## src/rtl/nr_div_pkg.sv

```systemverilog
// nr_div_pkg: shared FSM state encoding and default operand width for nr_divider.
package nr_div_pkg;

    localparam int DEF_WIDTH = 32;

    typedef logic [1:0] state_t;

    localparam state_t IDLE = 2'd0;
    localparam state_t RUN  = 2'd1;
    localparam state_t FIX  = 2'd2;
    localparam state_t DONE = 2'd3;

endpackage

```

## src/rtl/nr_addsub.sv

```systemverilog
// nr_addsub: WIDTH+1-bit adder/subtractor shared by the iteration and fix-up steps.
module nr_addsub #(
    parameter int W = 32
) (
    input  logic [W:0] a,
    input  logic [W:0] b,
    input  logic       sub,
    output logic [W:0] y
);

    assign y = sub ? a - b : a + b;

endmodule

```

## src/rtl/nr_divider.sv

```systemverilog
// nr_divider: multi-cycle non-restoring divider (WIDTH+2 cycle latency).
// Define NR_DIVIDER_SIGNED_EN to add the signed_op port for two's complement operands.
module nr_divider
    import nr_div_pkg::*;
#(
    parameter int WIDTH = DEF_WIDTH
) (
    input  logic             clk,
    input  logic             rst_n,
    input  logic             start,
    input  logic [WIDTH-1:0] dividend,
    input  logic [WIDTH-1:0] divisor,
`ifdef NR_DIVIDER_SIGNED_EN
    input  logic             signed_op,
`endif
    output logic             ready,
    output logic             done,
    output logic [WIDTH-1:0] quotient,
    output logic [WIDTH-1:0] remainder,
    output logic             div_by_zero
);

    localparam int CW = $clog2(WIDTH) + 1;

    state_t           state;
    logic [CW-1:0]    cnt;
    logic [WIDTH:0]   pr, as_a, as_y;
    logic [WIDTH-1:0] q, d;
    logic [WIDTH-1:0] a_mag, b_mag, r_fix, q_fin, r_fin;
    logic             as_sub, accept;

    assign ready  = (state == IDLE) || (state == DONE);
    assign done   = state == DONE;
    assign accept = start && ready;

    // RUN shifts the next dividend bit into the partial remainder; FIX only restores a negative one
    assign as_a   = (state == FIX) ? pr : {pr[WIDTH-1:0], q[WIDTH-1]};
    assign as_sub = (state != FIX) && !pr[WIDTH];
    assign r_fix  = pr[WIDTH] ? as_y[WIDTH-1:0] : pr[WIDTH-1:0];

    nr_addsub #(.W(WIDTH)) u_addsub (
        .a   (as_a),
        .b   ({1'b0, d}),
        .sub (as_sub),
        .y   (as_y)
    );

`ifdef NR_DIVIDER_SIGNED_EN
    logic sa, sb, neg_q, neg_r;
    assign sa    = signed_op && dividend[WIDTH-1];
    assign sb    = signed_op && divisor[WIDTH-1];
    assign a_mag = sa ? -dividend : dividend;
    assign b_mag = sb ? -divisor : divisor;
    assign q_fin = neg_q ? -q : q;
    assign r_fin = neg_r ? -r_fix : r_fix;
    always_ff @(posedge clk or negedge rst_n) begin
        if (!rst_n) begin
            neg_q <= 1'b0;
            neg_r <= 1'b0;
        end else if (accept) begin
            neg_q <= sa ^ sb;
            neg_r <= sa;
        end
    end
`else
    assign a_mag = dividend;
    assign b_mag = divisor;
    assign q_fin = q;
    assign r_fin = r_fix;
`endif

    always_ff @(posedge clk or negedge rst_n) begin
        if (!rst_n) begin
            state       <= IDLE;
            cnt         <= '0;
            pr          <= '0;
            q           <= '0;
            d           <= '0;
            quotient    <= '0;
            remainder   <= '0;
            div_by_zero <= 1'b0;
        end else if (accept) begin
            if (divisor == '0) begin
                state       <= DONE;
                quotient    <= '1;
                remainder   <= dividend;
                div_by_zero <= 1'b1;
            end else begin
                state <= RUN;
                cnt   <= '0;
                pr    <= '0;
                q     <= a_mag;
                d     <= b_mag;
            end
        end else if (state == RUN) begin
            pr  <= as_y;
            q   <= {q[WIDTH-2:0], ~as_y[WIDTH]};
            cnt <= cnt + CW'(1);
            if (cnt == CW'(WIDTH - 1))
                state <= FIX;
        end else if (state == FIX) begin
            state       <= DONE;
            quotient    <= q_fin;
            remainder   <= r_fin;
            div_by_zero <= 1'b0;
        end else if (state == DONE) begin
            state <= IDLE;
        end
    end

endmodule
```

## config.mk

```make
export PLATFORM = sky130hd
export DESIGN_NAME = nr_divider
export DESIGN_NICKNAME = d
export VERILOG_FILES = /design/src/rtl/nr_div_pkg.sv /design/src/rtl/nr_addsub.sv /design/src/rtl/nr_divider.sv
export SDC_FILE = /design/constraint.sdc
export NUM_CORES = 1
export LEC_CHECK = 0
export ABC_CLOCK_PERIOD_IN_PS = 4700
export BUFFER_PORTS_ARGS = -buffer_cell sky130_fd_sc_hd__buf_2
export CAP_MARGIN = 25
export CORE_UTILIZATION = 45
export DETAILED_ROUTE_END_ITERATION = 12
export PLACE_DENSITY_LB_ADDON = 0.12
export SLEW_MARGIN = 20
export SYNTH_ARGS = -nofsm -noshare
export SYNTH_HDL_FRONTEND = slang
export SYNTH_HIERARCHICAL = 1
export SYNTH_SLANG_ARGS = --single-unit
```

## constraint.sdc

```tcl
create_clock -name clk -period 4.7 [get_ports clk]
set_input_delay 0.705 -clock clk [delete_from_list [all_inputs] [get_ports clk]]
set_output_delay 0.705 -clock clk [all_outputs]
set_load 0.005 [all_outputs]
```

==> run_results.csv, run 1 <==
group,metric,value,unit
logic_synthesis,cell_area_synth,10200,sq um
logic_synthesis,yosysWarningCount,6,
worst_setup_path,critPathKind,"flip-flop to flip-flop",
final_layout,layout.core_utilization,0.540,
logic_synthesis,synthDistinctLibCells,68,
logic_synthesis,ys_async_sr_fraction,1.00,
logic_synthesis,synth.cells.most_frequent,"170 x sky130_fd_sc_hd__dfrtp_1, 91 x sky130_fd_sc_hd__nand2_1, 86 x sky130_fd_sc_hd__mux2_2",
logic_synthesis,synthCells,1005,
logic_synthesis,dominantRegCellSynth,"sky130_fd_sc_hd__dfrtp_1",
die,chipHeight,153,um
logic_synthesis,synthTopCellsByArea,"sky130_fd_sc_hd__dfrtp_1 42%, sky130_fd_sc_hd__mux2_2 9.5%, sky130_fd_sc_hd__ha_1 4.7%",
logic_synthesis,synth_seq_area_share,0.417,
timing,number_of_max_slew_violations_in_the_final_report,0,
detailed_routing,met3RoutedLength,1150,um
final_layout,syn_to_final_growth,16.6,%
worst_setup_path,setup.worst_path.start_class,"flip-flop",
clock_network,clockRootBuffer,"sky130_fd_sc_hd__clkbuf_16",
clock_network,path_clk_slew,0.07,ns
die,row_count,54,
worst_setup_path,regToRegSetupSlack,0.18,ns
die,core_region_area,22000,sq um
die,pin_count,134,
detailed_routing,mean_number_of_vias_per_cell,5.69,
worst_setup_path,arrival,4.83,ns
worst_setup_path,reg2reg_from,"d[6]$_DFFE_PN0P_",
worst_setup_path,timing.critical_path.fanout_max,4,
final_layout,layout.nets,1235,
detailed_routing,route.vias.total,8091,
clock_network,htree_num_levels,4,
detailed_routing,detail_route.drc_violations,14,
timing,post-route-period-util,0.961,
final_layout,post_route_cells_drive_above_1_share,0.276,
timing,setup_viol_count_final,0,
worst_setup_path,r2r_cells,17,
detailed_routing,drt_first_iter_violations,595,
grt,grt_pass1_vias,7631,
timing,max_slew_margin,0.523,
grt,grt_pass1_wl,41600,um
worst_setup_path,end_kind,"flip-flop",
timing,max_freq,0.221,GHz
die,die_width,153,um
logic_synthesis,syn_area_per_cell,10.1,sq um
placement,placed_area,11200,sq um
final_layout,number_of_antenna_diodes,0,
status,violated_checks,"DRC",
detailed_routing,top_layer_used,"met4",
detailed_routing,wl_met2,10200,um
grt,grt.total_usage,0.224,
detailed_routing,route.detailed.wl_per_inst,17.8,um
grt,grt_max_degree,77,
timing,worstMarginPinSlew,0.716,ns
hold_path,hold_path.class,"input port to async pin",
timing,final_period_minus_worst_setup_slack,4.52,ns
logic_synthesis,synthDominantCellAreaShare,0.417,
logic_synthesis,synth-edff-count,0,
placement,hpwlAfterDp,18600,um
worst_setup_path,cp-startpoint,"d[6]$_DFFE_PN0P_",
detailed_routing,ant_nets,0,
timing,final_hold_viol_count,0,
status,status,"complete, but fails checks",
grt,grt_antenna_before_repair,0,
clock_network,tritoncts,"built",
detailed_routing,first_pass_iters,10,
logic_synthesis,synth_top_area_cell,"sky130_fd_sc_hd__dfrtp_1",
logic_synthesis,synth.net_count,1111,
grt,grt_remaining_overflow,0,
detailed_routing,wl_met1,13700,um
worst_setup_path,cp-endpoint,"remainder[27]$_DFFE_PN0P_",
clock_network,maximum_count_of_clock_buffers_along_a_single_path,2,
placement,port_buffers,133,
logic_synthesis,number_of_synthesized_register_bits,170,
placement,gpl.final_weighted_congestion,0.916,
worst_setup_path,reg2reg_capture_point,"remainder[27]$_DFFE_PN0P_",
final_layout,fin_area,11900,sq um
detailed_routing,wirelength,25300,um
worst_setup_path,crit_required,5.02,ns
clock_network,insertion_delay,0.43,ns
die,effective_utilization_at_floorplan,0.463,
logic_synthesis,yosys.cell_count.top_type,"sky130_fd_sc_hd__dfrtp_1",
clock_network,cts_sinks,170,
timing,finClkSkew,0.0125,ns
flow_run,cap_viol_max_count,0,
die,die-area,23300,sq um
timing,setup_tns,0,ns
clock_network,cts_made_buffers,17,
[worst max-delay path, stage by stage (launching register included)]
cell and delay (ns):
sky130_fd_sc_hd__dfrtp_1 0.42, sky130_fd_sc_hd__or4_4 0.57, sky130_fd_sc_hd__or3_4 0.38, sky130_fd_sc_hd__nor3b_4 0.20, sky130_fd_sc_hd__buf_4 0.16, sky130_fd_sc_hd__a21oi_1 0.07
sky130_fd_sc_hd__xnor2_1 0.14, sky130_fd_sc_hd__ha_1 0.32, sky130_fd_sc_hd__inv_1 0.14, sky130_fd_sc_hd__o21bai_1 0.09, sky130_fd_sc_hd__a221o_1 0.31, sky130_fd_sc_hd__a221o_1 0.37
sky130_fd_sc_hd__a211o_1 0.34, sky130_fd_sc_hd__a31oi_1 0.27, sky130_fd_sc_hd__xnor2_1 0.13, sky130_fd_sc_hd__mux2i_1 0.14, sky130_fd_sc_hd__o21ai_0 0.09, sky130_fd_sc_hd__mux2_2 0.29
[per-stage QoR]
| stage | cells | hold WS [ns] | setup WS [ns] |
|---|---|---|---|
| 2_1_floorplan | 1005 | 0.409 | 0.419 |
| 3_3_place_gp | 1388 | 0.465 | 0.211 |
| 3_5_place_dp | 1389 | 0.472 | 0.189 |
| 4_1_cts | 1421 | 0.306 | 0.156 |
| 5_1_grt | 1422 | 0.324 | -0.0114 |
| 6_report | 1422 | 0.275 | 0.184 |
[cells by family (layout without fill, tap and decap cells)]
group           Yosys count  count (layout)  synth area share
compound gates          300             300             0.200
simple gates            227             227             0.109
flops                   170             170             0.417
mux                     131             131             0.141
buf+inv                  80             217            0.0352
xor+xnor                 57              57            0.0489
fa+ha+maj                39              39            0.0486
other cells               1               1          0.000368
[state kept, by name (all words and copies together), names as in the netlist]
register,flops
pr,33
d,32
q,32
quotient,32
remainder,32
cnt,6
state,2
div_by_zero,1
[metal layers]
layer,global-route usage,vias to the layer above
met5,0,-
met4,0.0548,0
met3,0.0287,15
met2,0.306,241
met1,0.365,3894
li1,-,3941
[area by class of cell]
type | instances | area, sq um
clock buffers | 18 | 439
fillers | 1996 | 10100
multi-input cells | 755 | 5680
inverters | 21 | 78.8
well taps | 280 | 350
repair buffers | 164 | 941
flip-flops and latches | 170 | 4260
clock inverters | 14 | 148
[cells in the final DEF (no fill, tap or decap), types with 4 or more instances in the layout]
cell type | synthesis | final
sky130_fd_sc_hd__dfrtp_1 | 170 | 169
sky130_fd_sc_hd__buf_2 | 11 | 132
sky130_fd_sc_hd__nand2_1 | 91 | 91
sky130_fd_sc_hd__mux2_2 | 86 | 86
sky130_fd_sc_hd__a21oi_1 | 84 | 82
sky130_fd_sc_hd__xnor2_1 | 52 | 52
sky130_fd_sc_hd__o21ai_0 | 48 | 47
sky130_fd_sc_hd__nor2_1 | 47 | 46
sky130_fd_sc_hd__a21o_1 | 46 | 46
sky130_fd_sc_hd__ha_1 | 38 | 36
sky130_fd_sc_hd__a22o_1 | 35 | 35
sky130_fd_sc_hd__mux2i_1 | 33 | 33
sky130_fd_sc_hd__o22a_1 | 32 | 32
sky130_fd_sc_hd__buf_4 | 0 | 28
sky130_fd_sc_hd__inv_1 | 21 | 21
sky130_fd_sc_hd__clkbuf_16 | 0 | 17
sky130_fd_sc_hd__nand3_1 | 14 | 14
sky130_fd_sc_hd__nor3_1 | 14 | 14
sky130_fd_sc_hd__mux2_1 | 12 | 12
sky130_fd_sc_hd__nor4_1 | 11 | 11
sky130_fd_sc_hd__a31oi_1 | 11 | 9
sky130_fd_sc_hd__nand4_1 | 7 | 7
sky130_fd_sc_hd__a211oi_1 | 6 | 6
sky130_fd_sc_hd__o21bai_1 | 6 | 6
sky130_fd_sc_hd__and2_1 | 6 | 5
sky130_fd_sc_hd__inv_8 | 0 | 5
sky130_fd_sc_hd__xor2_1 | 5 | 5
sky130_fd_sc_hd__a221o_1 | 4 | 4
sky130_fd_sc_hd__and3_1 | 4 | 4
sky130_fd_sc_hd__o21a_1 | 4 | 4
[worst min path at each step]
stage	startpoint	end	slack (ns)
floorplan	rst_n	cnt[0]$_DFFE_PN0P_	0.41
global placement	remainder[6]$_DFFE_PN0P_	remainder[6]$_DFFE_PN0P_	0.46
detailed placement	remainder[8]$_DFFE_PN0P_	remainder[8]$_DFFE_PN0P_	0.47
CTS	rst_n	d[4]$_DFFE_PN0P_	0.31
global route	rst_n	d[4]$_DFFE_PN0P_	0.32
finish	rst_n	d[4]$_DFFE_PN0P_	0.28
[repair_timing]
item,4_1_cts,5_1_grt
gates resized for setup,0,17
endpoints found under the setup margin,0,13
buffers inserted,0,1
hold buffers,0,0
Power of run 1 is left out: the tool's default activity adds up to more than one toggle a clock period on the data nets, which glitch-free logic cannot reach.
==> run 2, diff against run 1 <==
--- a/config.mk
+++ b/config.mk
@@ -5,14 +5,14 @@
 export SDC_FILE = /design/constraint.sdc
 export NUM_CORES = 1
 export LEC_CHECK = 0
-export ABC_CLOCK_PERIOD_IN_PS = 4700
+export ABC_CLOCK_PERIOD_IN_PS = 5100
 export BUFFER_PORTS_ARGS = -buffer_cell sky130_fd_sc_hd__buf_2
 export CAP_MARGIN = 25
 export CORE_UTILIZATION = 45
 export DETAILED_ROUTE_END_ITERATION = 12
+export GPL_TIMING_DRIVEN = 0
 export PLACE_DENSITY_LB_ADDON = 0.12
 export SLEW_MARGIN = 20
 export SYNTH_ARGS = -nofsm -noshare
 export SYNTH_HDL_FRONTEND = slang
-export SYNTH_HIERARCHICAL = 1
 export SYNTH_SLANG_ARGS = --single-unit
==> constraint.sdc (replaced) <==
create_clock -name clk -period 5.1 [get_ports clk]
set_input_delay 0.765 -clock clk [delete_from_list [all_inputs] [get_ports clk]]
set_output_delay 0.765 -clock clk [all_outputs]
set_load 0.005 [all_outputs]
==> run 2 against run 1 <==
Effect of this change: first-iteration DRC count increased by 26%; non-clock buffer count rose by 42; utilization shrank 0.83 points; flip-flop and latch count did not move; cell count rose by 11%; largest cell class unchanged; highest routed layer unchanged; the flow still finishes with violations (DRC); clock-buffer cell count did not move; maximum frequency down 7.0%; clock skew down 0.0019 ns.
==> run_results.csv, run 2 <==
group,metric,value,unit
worst_setup_path,end_kind,"flip-flop",
die,chipHeight,153,um
timing,finClkSkew,0.0107,ns
die,row_count,55,
logic_synthesis,dominantRegCellSynth,"sky130_fd_sc_hd__dfrtp_1",
worst_setup_path,reg2reg_from,"state[0]$_DFFE_PN0P_",
flow_run,cap_viol_max_count,0,
worst_setup_path,timing.critical_path.fanout_max,10,
final_layout,layout.cells.most_common_list,"172 x sky130_fd_sc_hd__nand2_1, 170 x sky130_fd_sc_hd__dfrtp_1, 155 x sky130_fd_sc_hd__o21ai_0, 134 x sky130_fd_sc_hd__buf_2, 62 x sky130_fd_sc_hd__mux2_2",
detailed_routing,route.vias.total,8936,
detailed_routing,wirelength,29200,um
final_layout,max_reg_flops,33,
grt,grt_antenna_before_repair,0,
worst_setup_path,regToRegSetupSlack,0.24,ns
grt,grt_remaining_overflow,0,
logic_synthesis,synthDistinctLibCells,71,
clock_network,clockRootBuffer,"sky130_fd_sc_hd__clkbuf_16",
clock_network,post_cts_resize_count,5,
clock_network,post_cts_hold_buffer_count,0,
logic_synthesis,cell_area_synth,10300,sq um
worst_setup_path,reg2reg_capture_point,"q[0]$_DFFE_PN0P_",
clock_network,post-cts-setup-buffers,0,
timing,setup_tns,0,ns
timing,final_hold_viol_count,0,
placement,port_buffers,133,
final_layout,layout.nets,1388,
logic_synthesis,synthTopCellsByArea,"sky130_fd_sc_hd__dfrtp_1 41%, sky130_fd_sc_hd__o21ai_0 7.5%, sky130_fd_sc_hd__mux2_2 6.8%",
timing,worstMarginPinSlew,0.776,ns
timing,max_freq,0.206,GHz
timing,post-route-period-util,0.952,
clock_network,cts_sinks,170,
die,pin_count,134,
logic_synthesis,synth.cells.most_frequent,"172 x sky130_fd_sc_hd__nand2_1, 170 x sky130_fd_sc_hd__dfrtp_1, 155 x sky130_fd_sc_hd__o21ai_0",
die,die_width,153,um
logic_synthesis,synthDominantCellAreaShare,0.412,
logic_synthesis,yosys.cell_count.top_type,"sky130_fd_sc_hd__nand2_1",
worst_setup_path,timing.critical_path.depth,17,
timing,grt_setup_unrepaired,"no",
clock_network,maximum_count_of_clock_buffers_along_a_single_path,2,
grt,grt_max_degree,89,
timing,max_slew_margin,0.469,
final_layout,area_of_combinational_cells_with_multiple_inputs,5760,sq um
logic_synthesis,synth_seq_area_share,0.412,
grt,grt.total_usage,0.254,
final_layout,layout.area.seq,4250,sq um
worst_setup_path,slowest_stage,"sky130_fd_sc_hd__xnor2_1",
final_layout,number_of_antenna_diodes,0,
detailed_routing,mean_number_of_vias_per_cell,5.66,
logic_synthesis,ys_async_sr_fraction,1.00,
worst_setup_path,critPathKind,"flip-flop to flip-flop",
worst_setup_path,setup.worst_path.start_class,"flip-flop",
logic_synthesis,synthCells,1127,
placement,hpwlAfterDp,22500,um
clock_network,cts_made_buffers,17,
worst_setup_path,cp-startpoint,"state[0]$_DFFE_PN0P_",
die,die-area,23500,sq um
timing,final_period_minus_worst_setup_slack,4.86,ns
final_layout,layout_commonest_cell,"sky130_fd_sc_hd__nand2_1",
worst_setup_path,worstPathCellList,"inv_1, ha_1, clkbuf_1, nor2_1, clkbuf_1, a21oi_1, xnor2_1, ha_1, clkbuf_1, and4_1, o21ai_0, a21o_1, a211o_1, a21oi_1, o221ai_1, xnor2_1, a21oi_1",
final_layout,syn_to_final_growth,16.3,%
worst_setup_path,critical_path.max_stage_delay,0.52,ns
worst_setup_path,r2r_cells,17,
clock_network,insertion_delay,0.43,ns
worst_setup_path,timing.critical_path.max_delay_family,"compound AO/OA/AOI/OAI gates",
logic_synthesis,syn_area_per_cell,9.16,sq um
worst_setup_path,arrival,5.15,ns
worst_setup_path,critical_path_buf_inv_count,4,
final_layout,largest_register,"pr",
detailed_routing,first_pass_iters,9,
logic_synthesis,synth_top_area_cell,"sky130_fd_sc_hd__dfrtp_1",
clock_network,htree_num_levels,4,
worst_setup_path,crit_required,5.39,ns
logic_synthesis,number_of_synthesized_register_bits,170,
timing,number_of_max_slew_violations_in_the_final_report,0,
final_layout,n_fill_cell,2164,
detailed_routing,detail_route.drc_violations,2,
placement,gpl.final_weighted_congestion,0.871,
hold_path,hold_path.class,"input port to async pin",
timing,setup_viol_count_final,0,
final_layout,post_route_cells_drive_above_1_share,0.201,
grt,grt_pass1_vias,8377,
detailed_routing,route.detailed.wl_per_inst,18.5,um
clock_network,path_clk_slew,0.07,ns
logic_synthesis,synth-edff-count,0,
grt,grt_pass1_wl,46900,um
timing,hold_slack,0.311,ns
worst_setup_path,cp-endpoint,"q[0]$_DFFE_PN0P_",
clock_network,tritoncts,"built",
status,violated_checks,"DRC",
logic_synthesis,yosysWarningCount,0,
status,status,"complete, but fails checks",
detailed_routing,ant_nets,0,
die,core_region_area,22600,sq um
detailed_routing,drt_first_iter_violations,748,
die,effective_utilization_at_floorplan,0.457,
logic_synthesis,synth.net_count,1235,
-- run 2: changes by cell type in the layout (fill, tap and decap cells not counted), moves of 15 or more --
cell                       change
sky130_fd_sc_hd__a21o_1       -23
sky130_fd_sc_hd__a21oi_1      -26
sky130_fd_sc_hd__a22o_1       -31
sky130_fd_sc_hd__buf_4        -27
sky130_fd_sc_hd__clkbuf_1     +61
sky130_fd_sc_hd__mux2_2       -24
sky130_fd_sc_hd__nand2_1      +81
sky130_fd_sc_hd__nand3_1      +20
sky130_fd_sc_hd__o21ai_0     +108
sky130_fd_sc_hd__o22a_1       -32
sky130_fd_sc_hd__or3_1        +15
sky130_fd_sc_hd__xnor2_1      -27
sky130_fd_sc_hd__xor2_1       +30
-- run 2: how the worst min path moves through the flow --
stage | slack, ns | endpoint | start
final | 0.31 | quotient[4]$_DFFE_PN0P_ | rst_n
after global routing | 0.37 | quotient[4]$_DFFE_PN0P_ | rst_n
after CTS | 0.34 | quotient[4]$_DFFE_PN0P_ | rst_n
after detailed placement | 0.45 | quotient[0]$_DFFE_PN0P_ | quotient[0]$_DFFE_PN0P_
after global placement | 0.45 | quotient[13]$_DFFE_PN0P_ | quotient[13]$_DFFE_PN0P_
after floorplan | 0.46 | quotient[0]$_DFFE_PN0P_ | quotient[0]$_DFFE_PN0P_
-- run 2: metal layers --
layer,GRT usage,vias up,part of all wire
met2,0.388,285,0.44
met1,0.379,4255,0.49
met5,0,-,0
met4,0.0652,0,0.016
met3,0.0318,26,0.051
li1,-,4370,-
-- run 2: area by class of cell --
type / count / share of cell area
well taps: 285 / 0.0297
clock inverters: 14 / 0.0128
inverters: 10 / 0.00313
clock buffers: 18 / 0.0358
flip-flops and latches: 170 / 0.355
multi-input cells: 875 / 0.480
repair buffers: 134 / 0.0586
plain buffers: 72 / 0.0251
-- run 2: through the flow --
step / instance area (sq um) / worst slack, ns / instances / util
2_1_floorplan: 10300 / 0.957 / 1127 / -
3_3_place_gp: 11300 / -0.334 / 1545 / 0.502
3_5_place_dp: 11400 / -0.355 / 1546 / 0.504
4_1_cts: 12000 / 0.0322 / 1578 / 0.531
5_1_grt: 12000 / 0.0636 / 1578 / 0.532
6_report: 12000 / 0.244 / 1578 / 0.532
-- run 2: worst register-to-register path, delay by kind of cell, from the launching register on --
family / cells / cell delay [ns]
DFF: 1 / 0.39
adders and majority gates: 2 / 0.56
buffers and inverters: 4 / 1.06
xor gates and xnor gates: 2 / 0.67
AOI/OAI and AO/OA: 7 / 1.43
and+or+nand+nor: 2 / 0.60
-- run 2: cell families after synthesis --
family          synth area share
mux                        0.106
xor+xnor                  0.0509
flops                      0.412
buf+inv                   0.0325
fa+ha+maj                 0.0504
compound gates             0.186
simple gates               0.162
Power of run 2 is left out for the same reason.
==> run 3, diff against run 2 <==
--- a/config.mk
+++ b/config.mk
@@ -8,6 +8,7 @@
 export ABC_CLOCK_PERIOD_IN_PS = 5100
 export BUFFER_PORTS_ARGS = -buffer_cell sky130_fd_sc_hd__buf_2
 export CAP_MARGIN = 25
+export CORE_ASPECT_RATIO = 0.7
 export CORE_UTILIZATION = 45
 export DETAILED_ROUTE_END_ITERATION = 12
 export GPL_TIMING_DRIVEN = 0
==> run 3 against run 2 <==
Effect of this change: the run now ends clean; hold slack got worse by 0.094 ns; clock-buffer cell count rose by 5; global-route usage rose by 1.5 points; clock skew fell by 0.0038 ns; sequential share of layout area fell by 0.33 points; via count rose by 2.2%; cell area rose by 0.94%; maximum frequency rose by 1.2%.
==> run_results.csv, run 3 (same netlist as run 2, synthesis figures left out) <==
group,metric,value,unit
status,status,"complete, no violations",
worst_setup_path,reg2reg_capture_point,"remainder[25]$_DFFE_PN0P_",
timing,setup_viol_count_final,0,
grt,grt_pass1_vias,8865,
detailed_routing,ant_nets,0,
detailed_routing,first_pass_iters,5,
final_layout,number_of_antenna_diodes,0,
clock_network,tritoncts,"built",
worst_setup_path,arrival,5.10,ns
clock_network,cts_sinks,170,
timing,final_hold_viol_count,0,
final_layout,layout_commonest_cell,"sky130_fd_sc_hd__nand2_1",
worst_setup_path,setup.worst_path.start_class,"flip-flop",
detailed_routing,drt_first_iter_violations,540,
final_layout,largest_register,"pr",
timing,number_of_max_slew_violations_in_the_final_report,0,
worst_setup_path,timing.critical_path.fanout_max,7,
timing,max_slew_margin,0.465,
final_layout,post_route_cells_drive_above_1_share,0.202,
clock_network,htree_num_levels,4,
detailed_routing,mean_number_of_vias_per_cell,5.71,
worst_setup_path,slowest_stage,"sky130_fd_sc_hd__or4b_4",
flow_run,cap_viol_max_count,0,
die,die_width,183,um
grt,grt_antenna_before_repair,0,
clock_network,clockRootBuffer,"sky130_fd_sc_hd__clkbuf_16",
clock_network,post-cts-setup-buffers,0,
worst_setup_path,critical_path_buf_inv_count,2,
worst_setup_path,crit_required,5.40,ns
worst_setup_path,timing.critical_path.max_delay_family,"compound AO/OA/AOI/OAI gates",
hold_path,hold_path.class,"input port to async pin",
grt,grt_remaining_overflow,0,
timing,grt_setup_unrepaired,"no",
worst_setup_path,critical_path.max_stage_delay,0.52,ns
final_layout,layout.cells.most_common_list,"172 x sky130_fd_sc_hd__nand2_1, 170 x sky130_fd_sc_hd__dfrtp_1, 155 x sky130_fd_sc_hd__o21ai_0, 134 x sky130_fd_sc_hd__buf_2, 62 x sky130_fd_sc_hd__mux2_2",
worst_setup_path,worstPathCellList,"inv_1, ha_1, or4b_4, or3_1, o31ai_1, xor2_1, ha_1, buf_2, and3_1, nand4_1, a2111oi_2, nor2_1, o31ai_4, mux2i_1, a2111oi_1, o31ai_1",
worst_setup_path,r2r_cells,16,
clock_network,maximum_count_of_clock_buffers_along_a_single_path,2,
timing,worstMarginPinSlew,0.783,ns
clock_network,cts_made_buffers,17,
clock_network,path_clk_slew,0.07,ns
detailed_routing,detail_route.drc_violations,0,
detailed_routing,route.vias.total,9136,
clock_network,insertion_delay,0.44,ns
die,chipHeight,129,um
die,row_count,45,
timing,final_period_minus_worst_setup_slack,4.80,ns
worst_setup_path,critPathKind,"flip-flop to flip-flop",
worst_setup_path,end_kind,"flip-flop",
placement,hpwlAfterDp,23500,um
worst_setup_path,regToRegSetupSlack,0.30,ns
die,pin_count,134,
die,core_region_area,22100,sq um
final_layout,syn_to_final_growth,17.4,%
timing,post-route-period-util,0.941,
worst_setup_path,reg2reg_from,"d[0]$_DFFE_PN0P_",
placement,gpl.final_weighted_congestion,0.845,
timing,max_freq,0.208,GHz
timing,finClkSkew,0.00685,ns
clock_network,post_cts_hold_buffer_count,0,
timing,hold_slack,0.216,ns
die,effective_utilization_at_floorplan,0.468,
die,die-area,23500,sq um
detailed_routing,wirelength,30200,um
final_layout,layout.nets,1390,
final_layout,max_reg_flops,33,
grt,grt.total_usage,0.269,
detailed_routing,route.detailed.wl_per_inst,18.9,um
placement,port_buffers,133,
grt,grt_max_degree,75,
grt,grt_pass1_wl,48700,um
-- run 3: per-layer routing --
layer  global-route usage  vias to the layer above  wire length (um)
li1                     -                     4358                 -
met1                0.400                     4481             14900
met2                0.397                      276             12800
met3               0.0671                       21              2250
met4               0.0520                        0               245
met5                    0                        -                 0
-- run 3: area by class of cell --
cell class              count  area [sq um]
repair buffers            136           738
clock buffers              23           488
flip-flops and latches    170          4250
multi-input cells         875          5770
plain buffers              72           304
fillers                  2078          9960
inverters                  10          37.5
clock inverters             9           136
well taps                 305           382
-- run 3: timing repair --
action / in CTS / in global routing
resized for setup: 8 / 5
setup endpoints to repair: 12 / 3
gates cloned: 0 / 0
pin swaps: 0 / 0
hold endpoints to repair: 0 / 0
-- run 3: through the flow --
stage	cells	worst slack, ns	setup TNS [ns]	area [sq um]	util
final	1600	0.301	0	12100	0.549
after global routing	1600	0.00971	0	12100	0.549
after CTS	1600	0.210	0	12100	0.548
after detailed placement	1568	-0.508	-2.21	11400	0.518
after global placement	1565	-0.482	-2.15	11400	0.515
after floorplan	1127	0.957	0	10300	-
-- run 3: worst max path at each step --
| stage | startpoint | to | slack [ns] | depth (start not counted) |
|---|---|---|---|---|
| 3_5_place_dp | state[0]$_DFFE_PN0P_ | remainder[25]$_DFFE_PN0P_ | -0.51 | 15 |
| 6_report | d[0]$_DFFE_PN0P_ | remainder[25]$_DFFE_PN0P_ | 0.30 | 16 |
| 4_1_cts | state[0]$_DFFE_PN0P_ | q[0]$_DFFE_PN0P_ | 0.21 | 15 |
| 2_1_floorplan | d[0]$_DFFE_PN0P_ | remainder[25]$_DFFE_PN0P_ | 0.96 | 16 |
| 3_3_place_gp | state[0]$_DFFE_PN0P_ | remainder[25]$_DFFE_PN0P_ | -0.48 | 15 |
| 5_1_grt | d[1]$_DFFE_PN0P_ | remainder[25]$_DFFE_PN0P_ | 0.01 | 16 |
-- run 3: worst reg2reg max path: cells and delay by family (launching register included) --
kind            cells  cell delay [ns]
compound gates      5             1.73
xor+xnor            1             0.11
fa+ha+maj           2             0.46
buf+inv             2             0.25
flops               1             0.45
mux                 1             0.14
simple gates        5             1.52
Power of run 3 is left out for the same reason.
